[src/rtl/fifo_wr_arbiter_if.sv]
// Producer-side request bus and FIFO write port of the round-robin write arbiter.
// master = the arbiter, slave = the producers and FIFO around it.
interface fifo_wr_arbiter_if #(
    parameter int N_REQ = 4,
    parameter int DW    = 4
);
    localparam int IW = $clog2(N_REQ);

    logic [N_REQ-1:0]    req;
    logic [N_REQ*DW-1:0] req_data;
    logic [N_REQ-1:0]    grant;
    logic                fifo_full;
    logic                fifo_wr_en;
    logic [DW-1:0]       fifo_data_in;
    logic [IW-1:0]       owner;
    logic                busy;

    modport master (
        input  req, req_data, fifo_full,
        output grant, fifo_wr_en, fifo_data_in, owner, busy
    );

    modport slave (
        output req, req_data, fifo_full,
        input  grant, fifo_wr_en, fifo_data_in, owner, busy
    );
endinterface

[src/rtl/fifo_wr_arbiter.sv]
// Round-robin write arbiter with burst lock in front of one FIFO write port.
// Grants are combinational (zero latency); ownership state updates on the rising edge.
module fifo_wr_arbiter #(
    parameter int N_REQ     = 4,
    parameter int DW        = 4,
    parameter int BURST_MAX = 4
) (
    input logic              clk,
    input logic              rst,
    fifo_wr_arbiter_if.master bus
);
    localparam int IW = $clog2(N_REQ);
    localparam int CW = $clog2(BURST_MAX + 1);

    typedef enum logic {IDLE, BURST} state_t;

    state_t          state, state_n;
    logic [IW-1:0]   ptr, ptr_n;
    logic [IW-1:0]   own, own_n;
    logic [CW-1:0]   cnt, cnt_n;

    logic            gnt_valid;
    logic            gnt_new;
    logic [IW-1:0]   gnt_idx;
    logic [IW-1:0]   own_inc;
    logic [IW-1:0]   search_start;

    function automatic logic [IW-1:0] inc_mod(input logic [IW-1:0] i);
        return (int'(i) == N_REQ - 1) ? '0 : i + 1'b1;
    endfunction

    assign own_inc      = inc_mod(own);
    assign search_start = (state == BURST) ? own_inc : ptr;

    // An owner still requesting keeps the port; otherwise the first requester from
    // search_start wins, which gives a same-cycle handover when the owner drops.
    always_comb begin : arbitrate
        logic [IW-1:0] idx;
        // NOTE: combinational blocks use blocking '=' and give every output a default
        // first, so no latch is inferred; clocked blocks use '<=' only.
        gnt_valid = 1'b0;
        gnt_new   = 1'b0;
        gnt_idx   = '0;
        idx       = search_start;
        if (rst && !bus.fifo_full) begin
            if (state == BURST && bus.req[own]) begin
                gnt_valid = 1'b1;
                gnt_idx   = own;
            end else begin
                for (int k = 0; k < N_REQ; k++) begin
                    if (!gnt_valid && bus.req[idx]) begin
                        gnt_valid = 1'b1;
                        gnt_new   = 1'b1;
                        gnt_idx   = idx;
                    end
                    idx = inc_mod(idx);
                end
            end
        end
    end

    always_ff @(posedge clk) begin : state_reg
        if (!rst) begin
            state <= IDLE;
            ptr   <= '0;
            own   <= '0;
            cnt   <= '0;
        end else begin
            state <= state_n;
            ptr   <= ptr_n;
            own   <= own_n;
            cnt   <= cnt_n;
        end
    end

    // A full FIFO suppresses the grant and skips the release branch, freezing everything.
    always_comb begin : next_state
        state_n = state;
        ptr_n   = ptr;
        own_n   = own;
        cnt_n   = cnt;
        if (gnt_valid) begin
            if (gnt_new) begin
                own_n   = gnt_idx;
                cnt_n   = CW'(1);
                state_n = BURST;
            end else begin
                cnt_n = cnt + 1'b1;
            end
            if (cnt_n == CW'(BURST_MAX)) begin
                state_n = IDLE;
                ptr_n   = inc_mod(own_n);
                cnt_n   = '0;
            end
        end else if (state == BURST && !bus.req[own] && !bus.fifo_full) begin
            state_n = IDLE;
            ptr_n   = own_inc;
            cnt_n   = '0;
        end
    end

    always_comb begin : outputs
        logic in_burst;
        in_burst         = rst && (state == BURST);
        bus.grant        = '0;
        bus.fifo_data_in = '0;
        if (gnt_valid) begin
            bus.grant[gnt_idx] = 1'b1;
            bus.fifo_data_in   = bus.req_data[gnt_idx*DW +: DW];
        end
        bus.fifo_wr_en = gnt_valid;
        bus.busy       = in_burst;
        bus.owner      = in_burst ? own : '0;
    end
endmodule

[src/flat_wrapper.sv]
// flat-port wrapper written by rule: the top's interface ports become plain ports
module fifo_wr_arbiter_flat 
#(
    parameter int N_REQ     = 4,
    parameter int DW        = 4,
    parameter int BURST_MAX = 4
)
  (clk, rst, bus_req, bus_req_data, bus_fifo_full, bus_grant, bus_fifo_wr_en, bus_fifo_data_in, bus_owner, bus_busy);
  fifo_wr_arbiter_if #(.N_REQ(N_REQ), .DW(DW)) bus_i ();
  input logic clk;
  input logic rst;
  input wire logic [$bits(bus_i.req)-1:0] bus_req;
  input wire logic [$bits(bus_i.req_data)-1:0] bus_req_data;
  input wire logic [$bits(bus_i.fifo_full)-1:0] bus_fifo_full;
  output wire logic [$bits(bus_i.grant)-1:0] bus_grant;
  output wire logic [$bits(bus_i.fifo_wr_en)-1:0] bus_fifo_wr_en;
  output wire logic [$bits(bus_i.fifo_data_in)-1:0] bus_fifo_data_in;
  output wire logic [$bits(bus_i.owner)-1:0] bus_owner;
  output wire logic [$bits(bus_i.busy)-1:0] bus_busy;
  assign bus_i.req = bus_req;
  assign bus_i.req_data = bus_req_data;
  assign bus_i.fifo_full = bus_fifo_full;
  assign bus_grant = bus_i.grant;
  assign bus_fifo_wr_en = bus_i.fifo_wr_en;
  assign bus_fifo_data_in = bus_i.fifo_data_in;
  assign bus_owner = bus_i.owner;
  assign bus_busy = bus_i.busy;
  fifo_wr_arbiter #(.N_REQ(N_REQ), .DW(DW), .BURST_MAX(BURST_MAX)) u_core (.clk(clk), .rst(rst), .bus(bus_i));
endmodule
[config.mk]
export PLATFORM = sky130hd
export DESIGN_NAME = fifo_wr_arbiter_flat
export DESIGN_NICKNAME = d
export VERILOG_FILES = /design/src/rtl/fifo_wr_arbiter_if.sv /design/src/rtl/fifo_wr_arbiter.sv /design/src/flat_wrapper.sv
export SDC_FILE = /design/constraint.sdc
export NUM_CORES = 1
export LEC_CHECK = 0
export ABC_AREA = 1
export BUFFER_PORTS_ARGS = -buffer_cell sky130_fd_sc_hd__buf_2
export CAP_MARGIN = 20
export CORE_MARGIN = 1
export CORE_UTILIZATION = 30
export CTS_BUF_LIST = sky130_fd_sc_hd__clkbuf_4
export DETAILED_ROUTE_END_ITERATION = 10
export PLACE_DENSITY_LB_ADDON = 0.12
export SETUP_SLACK_MARGIN = 0.02
export SKIP_CTS_REPAIR_TIMING = 1
export SLEW_MARGIN = 0
export SYNTH_ARGS = -nofsm -noshare
export SYNTH_HDL_FRONTEND = slang
export SYNTH_SLANG_ARGS = --single-unit
[constraint.sdc]
create_clock -name clk -period 3 [get_ports clk]
set_input_delay 0.3 -clock clk [delete_from_list [all_inputs] [get_ports clk]]
set_output_delay 0.3 -clock clk [all_outputs]
set_load 0.05 [all_outputs]
==> results of run 1 <==
## cell usage in the layout, fill, tap and decap left out, types with 5 or more instances in the layout
| master | count |
|---|---|
| nand2_1 | 65 |
| buf_2 | 29 |
| inv_1 | 19 |
| nand3_1 | 19 |
| buf_4 | 17 |
| nor2_1 | 14 |
| nand2_2 | 13 |
| nand2_4 | 9 |
| a21oi_1 | 9 |
| nand3_2 | 8 |
| o21ai_0 | 7 |
| dfxtp_1 | 5 |
## per-stage QoR
stage	cells	utilization [%]	setup TNS [ns]	hold WS [ns]
floorplan	192	-	0	0.423
global placement	271	37.8	0	0.468
detailed placement	271	37.8	0	0.465
CTS	274	38.5	-0.659	0.296
global route	290	48.0	-0.292	0.306
finish	290	48.0	0	0.306
## layout make-up
type	instances	area, sq um	area share, %
well taps	46	57.6	3.59
inverters	21	81.3	5.07
clock buffers	3	22.5	1.41
flip-flops and latches	8	171	10.7
multi-input cells	164	975	60.8
repair buffers	48	295	18.4
## routing by layer
layer	vias up	global-route usage, %
li1	726	-
met5	-	0
met3	8	2.73
met4	0	7.14
met1	651	24.1
met2	26	25.2
## worst max path at each step
stage | startpoint | cells past startpoint | end | slack [ns]
CTS | u_core.own[0]$_SDFFE_PN0P_ | 17 | bus_fifo_data_in[3] | -0.17
finish | u_core.own[0]$_SDFFE_PN0P_ | 17 | bus_fifo_data_in[1] | 0.08
global route | u_core.own[0]$_SDFFE_PN0P_ | 17 | bus_fifo_data_in[1] | -0.07
floorplan | u_core.own[0]$_SDFFE_PN0P_ | 19 | bus_fifo_data_in[2] | 0.05
detailed placement | u_core.own[0]$_SDFFE_PN0P_ | 17 | bus_fifo_data_in[3] | 0.12
global placement | u_core.own[0]$_SDFFE_PN0P_ | 17 | bus_fifo_data_in[1] | 0.09
## worst reg2reg max path: stages, from the launching register on
cell and delay, ns:
dfxtp_4 0.36, ha_4 0.17, nor2_4 0.15, nand2_4 0.10
nand2_8 0.10, buf_4 0.14, nand2_1 0.10, nand3_2 0.10
nand2_4 0.08, nand4_1 0.21, nand2_4 0.12, nand2_8 0.12
nand2_4 0.08, buf_4 0.16, nor2_1 0.12, nor2_1 0.06
a21oi_1 0.12
## Yosys cell counts (2+ instances only)
cell	n
nor2_1	15
nor2_4	2
a21oi_2	2
nand3_1	27
a21oi_1	12
dfxtp_1	8
nand2_2	8
o21ai_0	7
inv_1	20
nand2_4	5
ha_1	2
nand2_1	74
buf_6	2
## cell families (layout without fill, tap and decap cells)
group                      count (synthesis)  count (layout)  share of synthesized area (%)
AOI/OAI and AO/OA                         23              23                           12.4
and+or+nand+nor                          135             138                           59.2
buffers and inverters                     23              72                           9.89
adders and majority gates                  2               2                           2.38
DFF                                        8               8                           15.3
xor gates and xnor gates                   1               1                          0.834
## power by group
group	total, mW	internal, mW	switching (mW)
clock network	0.0834	0.0459	0.0375
registers	0.131	0.117	0.0147
logic	0.553	0.198	0.355
==> flow_summary.yaml, run 1 <==
detailed_routing:
  dr.max_layer_used: "met4"
  detail_route.first_pass.iterations: 4
  route.vias.total: 1411
  drc_errors: 0
  detailroute.wirelength.met2_mm: 1.63
  routed_wire_length_per_instance_microns: 12.0
  totalWireLength_mm: 3.48
  wl_met3_microns: 118
  antenna_violating_nets_post_route: 0
  routed_via_density: 4.87
  detail_route.wirelength.met1_mm: 1.65
  drtIter0Drc: 83
logic_synthesis:
  syn_area_per_cell_sq_um: 5.47
  synth_async_sr_flop_share_pct: 0
  synth_top_area_share_pct: 26.5
  post_synth_edffs: 0
  sequential_area_share_after_synthesis_pct: 15.3
  synth_area_leaders: "nand2_1 26%, dfxtp_1 15%, nand3_1 13%"
  syn-cell-area_sq_um: 1050
  yosys_warnings: 0
  synth_ff_type: "dfxtp_1"
  syn-instance-count: 192
  yosysUniqueCellTypes: 21
  ys_ff_latch: 8
  synth.net_count: 217
  yosys.area.top_type: "nand2_1"
power_and_ir_drop:
  leakagePower_nw: 0.839
  vdd_drop_max_uv: 256
  cellPowerDensity_nw_per_um2: 479
  design_power_total_mw: 0.768
worst_setup_path:
  cp_slowest_stage_delay_ns: 0.38
  critPathTopFamily: "simple AND/OR/NAND/NOR gates"
  critical_path.most_common_cell: "nand2_1"
  reg2reg_slack_ns: 0.66
  endpoint_kind: "primary output"
  timing_worst_setup_path_type: "flip-flop to primary output"
  critical_path.reg2reg.endpoint: "u_core.ptr[1]$_SDFFE_PN0P_"
  timing.critical_path.buf_inv: 2
  timing.critical_path.fanout_max: 6
  crit_path_cell_trace: "ha_4, nor2_4, nand2_4, nand2_8, buf_4, nand2_1, nand3_2, nand2_4, nand4_1, nand2_4, nand2_8, nand2_8, nand2_1, nand2_1, nand2_1, a21oi_2, buf_6"
  reg2regPathDepth: 16
  critPathArrivalTime_ns: 2.62
  start_kind: "flip-flop"
  critical_path_required_ns: 2.70
  reg2reg_from: "u_core.own[0]$_SDFFE_PN0P_"
  slowest_stage: "dfxtp_4"
grt:
  grt.overflow.total: 0
  grt_usage_pct: 16.9
  first_global_vias: 1108
  grt_max_degree: 15
  first_pass_grt_wire_length_mm: 4.77
  antenna_violations_before_repair: 0
clock_tree:
  clkSinkCount: 8
  cts_tree: "built"
  root_buffer: "clkbuf_4"
  worstSkewPairLatency_ns: 0.25
  numCtsBuffers: 3
  cts.reportedPaths.clkPinSlew_ns: 0.06
  cts_htree_levels: 1
  maximum_clock_insertion_buffer_count: 2
worst_hold_path:
  worst_hold_startpoint: "rst"
  hold_class: "input pin to flip-flop"
  min_delay_worst_endpoint: "u_core.ptr[1]$_SDFFE_PN0P_"
  timing.hold.worst_path_depth: 3
layout:
  largest_register_ffs: 3
  fillCellCount: 392
  antenna-diode-count: 0
  num-nets-final: 271
  fraction_of_final_layout_cells_sized_beyond_drive_strength_1_pct: 40.6
  flow.area_growth_from_synthesis_pct: 52.7
  largest_registers: "u_core.cnt: 3 flops, u_core.own: 2 flops, u_core.ptr: 2 flops"
  regMostFlops: "u_core.cnt"
  finalInstanceArea_sq_um: 1600
status:
  outcome: "finished clean"
die:
  std_cell_rows: 21
  initial_utilization_pct: 31.5
  die-width_microns: 61.2
  core_region_area_sq_um: 3340
  ios: 35
  die_area_sq_um: 3740
  floorplan.die.height_microns: 61.2
placed_design:
  placed_area_sq_um: 1260
  place.detailed.hpwl_mm: 2.41
  pre_cts_slack_ns: 0.121
  numPortBuffers: 34
  gp_congestion: 0.806
sta:
  min_period_ns: 2.92
  finalHoldViolations: 0
  finalCritPeriodShare_pct: 97.4
  timing.final.ws_setup_ns: 0.0783
  timing_worst_slew_pin_value_ns: 0.419
  max-slew-margin-rel_pct: 72.0
  finalSetupViolCount: 0
  largest_clock_skew_in_the_final_design_ns: 0.00232
  unrepaired_setup_endpoints_after_global_routing: "true"
  timing_max_transition_violations_final: 0
  timing.fmax_ghz: 0.342
flow_run:
  maxCapViolations: 0
(Power assumes the default switching activity.)
==> inputs of run 2 (changes only) <==
--- a/config.mk
+++ b/config.mk
@@ -7,12 +7,11 @@
 export LEC_CHECK = 0
 export ABC_AREA = 1
 export BUFFER_PORTS_ARGS = -buffer_cell sky130_fd_sc_hd__buf_2
-export CAP_MARGIN = 20
 export CORE_MARGIN = 1
 export CORE_UTILIZATION = 30
 export CTS_BUF_LIST = sky130_fd_sc_hd__clkbuf_4
 export DETAILED_ROUTE_END_ITERATION = 10
-export PLACE_DENSITY_LB_ADDON = 0.12
+export PLACE_DENSITY_LB_ADDON = 0.3
 export SETUP_SLACK_MARGIN = 0.02
 export SKIP_CTS_REPAIR_TIMING = 1
 export SLEW_MARGIN = 0
==> run 2 against run 1 <==
- routed wire length shrank 12%
- critical path depth grew 2
- critical path type unchanged
- die area did not move
- highest routed layer unchanged
- via count down 3.2%
- count of clock-buffer cells in the layout is the same
==> flow_summary.yaml, run 2 (synthesized netlist as in run 1, its figures left out) <==
grt:
  top_usage_layer: "met2"
  antenna_violations_before_repair: 0
  global_route.usage.met2_pct: 23.3
  grt.overflow.total: 0
  first_pass_grt_wire_length_mm: 4.29
  grt_usage_pct: 15.3
  first_global_vias: 965
  use_met3_pct: 0.210
  grt.met1_usage_pct: 22.4
  grt_max_degree: 15
detailed_routing:
  antenna_violating_nets_post_route: 0
  totalWireLength_mm: 3.06
  routed_via_density: 4.76
  routed_wire_length_per_instance_microns: 10.7
  drtIter0Drc: 74
  route.vias.total: 1366
  drc_errors: 0
  detail_route.first_pass.iterations: 4
worst_hold_path:
  worst_hold_startpoint: "rst"
  min_delay_worst_endpoint: "u_core.ptr[0]$_SDFFE_PN0P_"
  hold_class: "input pin to flip-flop"
  timing.hold.worst_path_depth: 3
sta:
  max-slew-margin-rel_pct: 73.0
  finalCritPeriodShare_pct: 92.9
  min_period_ns: 2.79
  timing_max_transition_violations_final: 0
  largest_clock_skew_in_the_final_design_ns: 0.000325
  timing.fmax_ghz: 0.359
  finalSetupViolCount: 0
  timing_worst_slew_pin_value_ns: 0.404
  unrepaired_setup_endpoints_after_global_routing: "false"
  tns_ns: 0
  timing.final.ws_setup_ns: 0.214
  finalHoldViolations: 0
worst_setup_path:
  timing.critical_path.fanout_max: 8
  endpoint_kind: "primary output"
  critical_path.most_common_cell: "nand2_1"
  critPathTopFamily: "simple AND/OR/NAND/NOR gates"
  start_kind: "flip-flop"
  reg2regPathDepth: 17
  timing_worst_setup_path_type: "flip-flop to primary output"
  critPathArrivalTime_ns: 2.49
  critical_path_cell_count: 19
  crit_path_cell_trace: "ha_4, nor2_4, nand2_4, nand2_8, nand2_1, nand2_2, nand2_1, nand2_2, nand2_2, nand2_4, nor2_2, nand2_2, nand2_8, nand2_8, nand2_1, nand2_1, nand2_1, a21oi_2, buf_4"
  cp_slowest_stage_delay_ns: 0.37
  timing.critical_path.buf_inv: 1
  reg2reg_from: "u_core.own[0]$_SDFFE_PN0P_"
  critical_path.reg2reg.endpoint: "u_core.ptr[1]$_SDFFE_PN0P_"
  reg2reg_slack_ns: 0.82
  critical_path_required_ns: 2.70
  slowest_stage: "dfxtp_4"
layout:
  regMostFlops: "u_core.cnt"
  postLayoutCoreUtil_pct: 45.0
  multi_input_comb_area_sq_um: 902
  flow.area_growth_from_synthesis_pct: 43.1
  final_common_cell: "nand2_1"
  largest_registers: "u_core.cnt: 3 flops, u_core.own: 2 flops, u_core.ptr: 2 flops"
  largest_register_ffs: 3
  finalInstanceArea_sq_um: 1500
  num-nets-final: 268
  final-seq-area_sq_um: 166
  final_cell_mix: "70 x nand2_1, 29 x buf_2, 27 x nand3_1, 19 x inv_1, 14 x nor2_1"
  fraction_of_final_layout_cells_sized_beyond_drive_strength_1_pct: 34.4
  antenna-diode-count: 0
  fillCellCount: 367
placed_design:
  numPortBuffers: 34
  pre_cts_slack_ns: 0.246
  place.detailed.hpwl_mm: 2.24
  placed_area_sq_um: 1260
  gp_congestion: 0.856
power_and_ir_drop:
  vdd_drop_max_uv: 270
  leakagePower_nw: 0.798
  cellPowerDensity_nw_per_um2: 476
  design_power_total_mw: 0.715
die:
  floorplan.die.height_microns: 61.2
  ios: 35
  die-width_microns: 61.2
  die_area_sq_um: 3740
  core_region_area_sq_um: 3340
  std_cell_rows: 21
  initial_utilization_pct: 31.5
clock_tree:
  maximum_clock_insertion_buffer_count: 2
  worstSkewPairLatency_ns: 0.25
  clkSinkCount: 8
  cts.reportedPaths.clkPinSlew_ns: 0.05
  cts_tree: "built"
  root_buffer: "clkbuf_4"
  numCtsBuffers: 3
  cts_htree_levels: 1
flow_run:
  maxCapViolations: 0
status:
  outcome: "finished clean"
## run 2: per-layer routing
metal / wire length (microns) / vias to the layer above
li1: - / 721
met1: 1450 / 598
met2: 1370 / 40
met3: 173 / 7
met4: 69 / 0
met5: 0 / -
## run 2: power by group
part / switching, mW / internal (mW) / total, mW / leakage, nW
clock network: 0.0362 / 0.0457 / 0.0820 / 0.0138
registers: 0.0162 / 0.117 / 0.133 / 0.0669
logic: 0.320 / 0.180 / 0.500 / 0.717
total: 0.373 / 0.343 / 0.715 / 0.798
## run 2: worst min-delay path, stage by stage
cell and delay (ns):
buf_2 0.12, nand2_1 0.06, a21oi_1 0.03
## run 2: layout make-up
class	instances	area share [%]
Clock buffer	3	1.50
Inverter	21	5.41
Multi-Input combinational cell	164	60.0
Sequential cell	8	11.1
Tap cell	46	3.83
Timing Repair Buffer	45	18.2
## run 2: per-stage QoR
step,std cells,hold slack [ns]
after floorplan,192,0.423
after global placement,271,0.458
after detailed placement,271,0.468
after CTS,274,0.289
after global routing,287,0.304
final,287,0.302
## run 2: worst max path at each step
| stage | start | to |
|---|---|---|
| final | u_core.own[0]$_SDFFE_PN0P_ | bus_fifo_data_in[0] |
| after global routing | u_core.own[0]$_SDFFE_PN0P_ | bus_fifo_data_in[1] |
| after CTS | u_core.own[0]$_SDFFE_PN0P_ | bus_fifo_data_in[0] |
| after detailed placement | u_core.own[0]$_SDFFE_PN0P_ | bus_fifo_data_in[0] |
| after global placement | u_core.own[0]$_SDFFE_PN0P_ | bus_fifo_data_in[0] |
| after floorplan | u_core.own[0]$_SDFFE_PN0P_ | bus_fifo_data_in[2] |
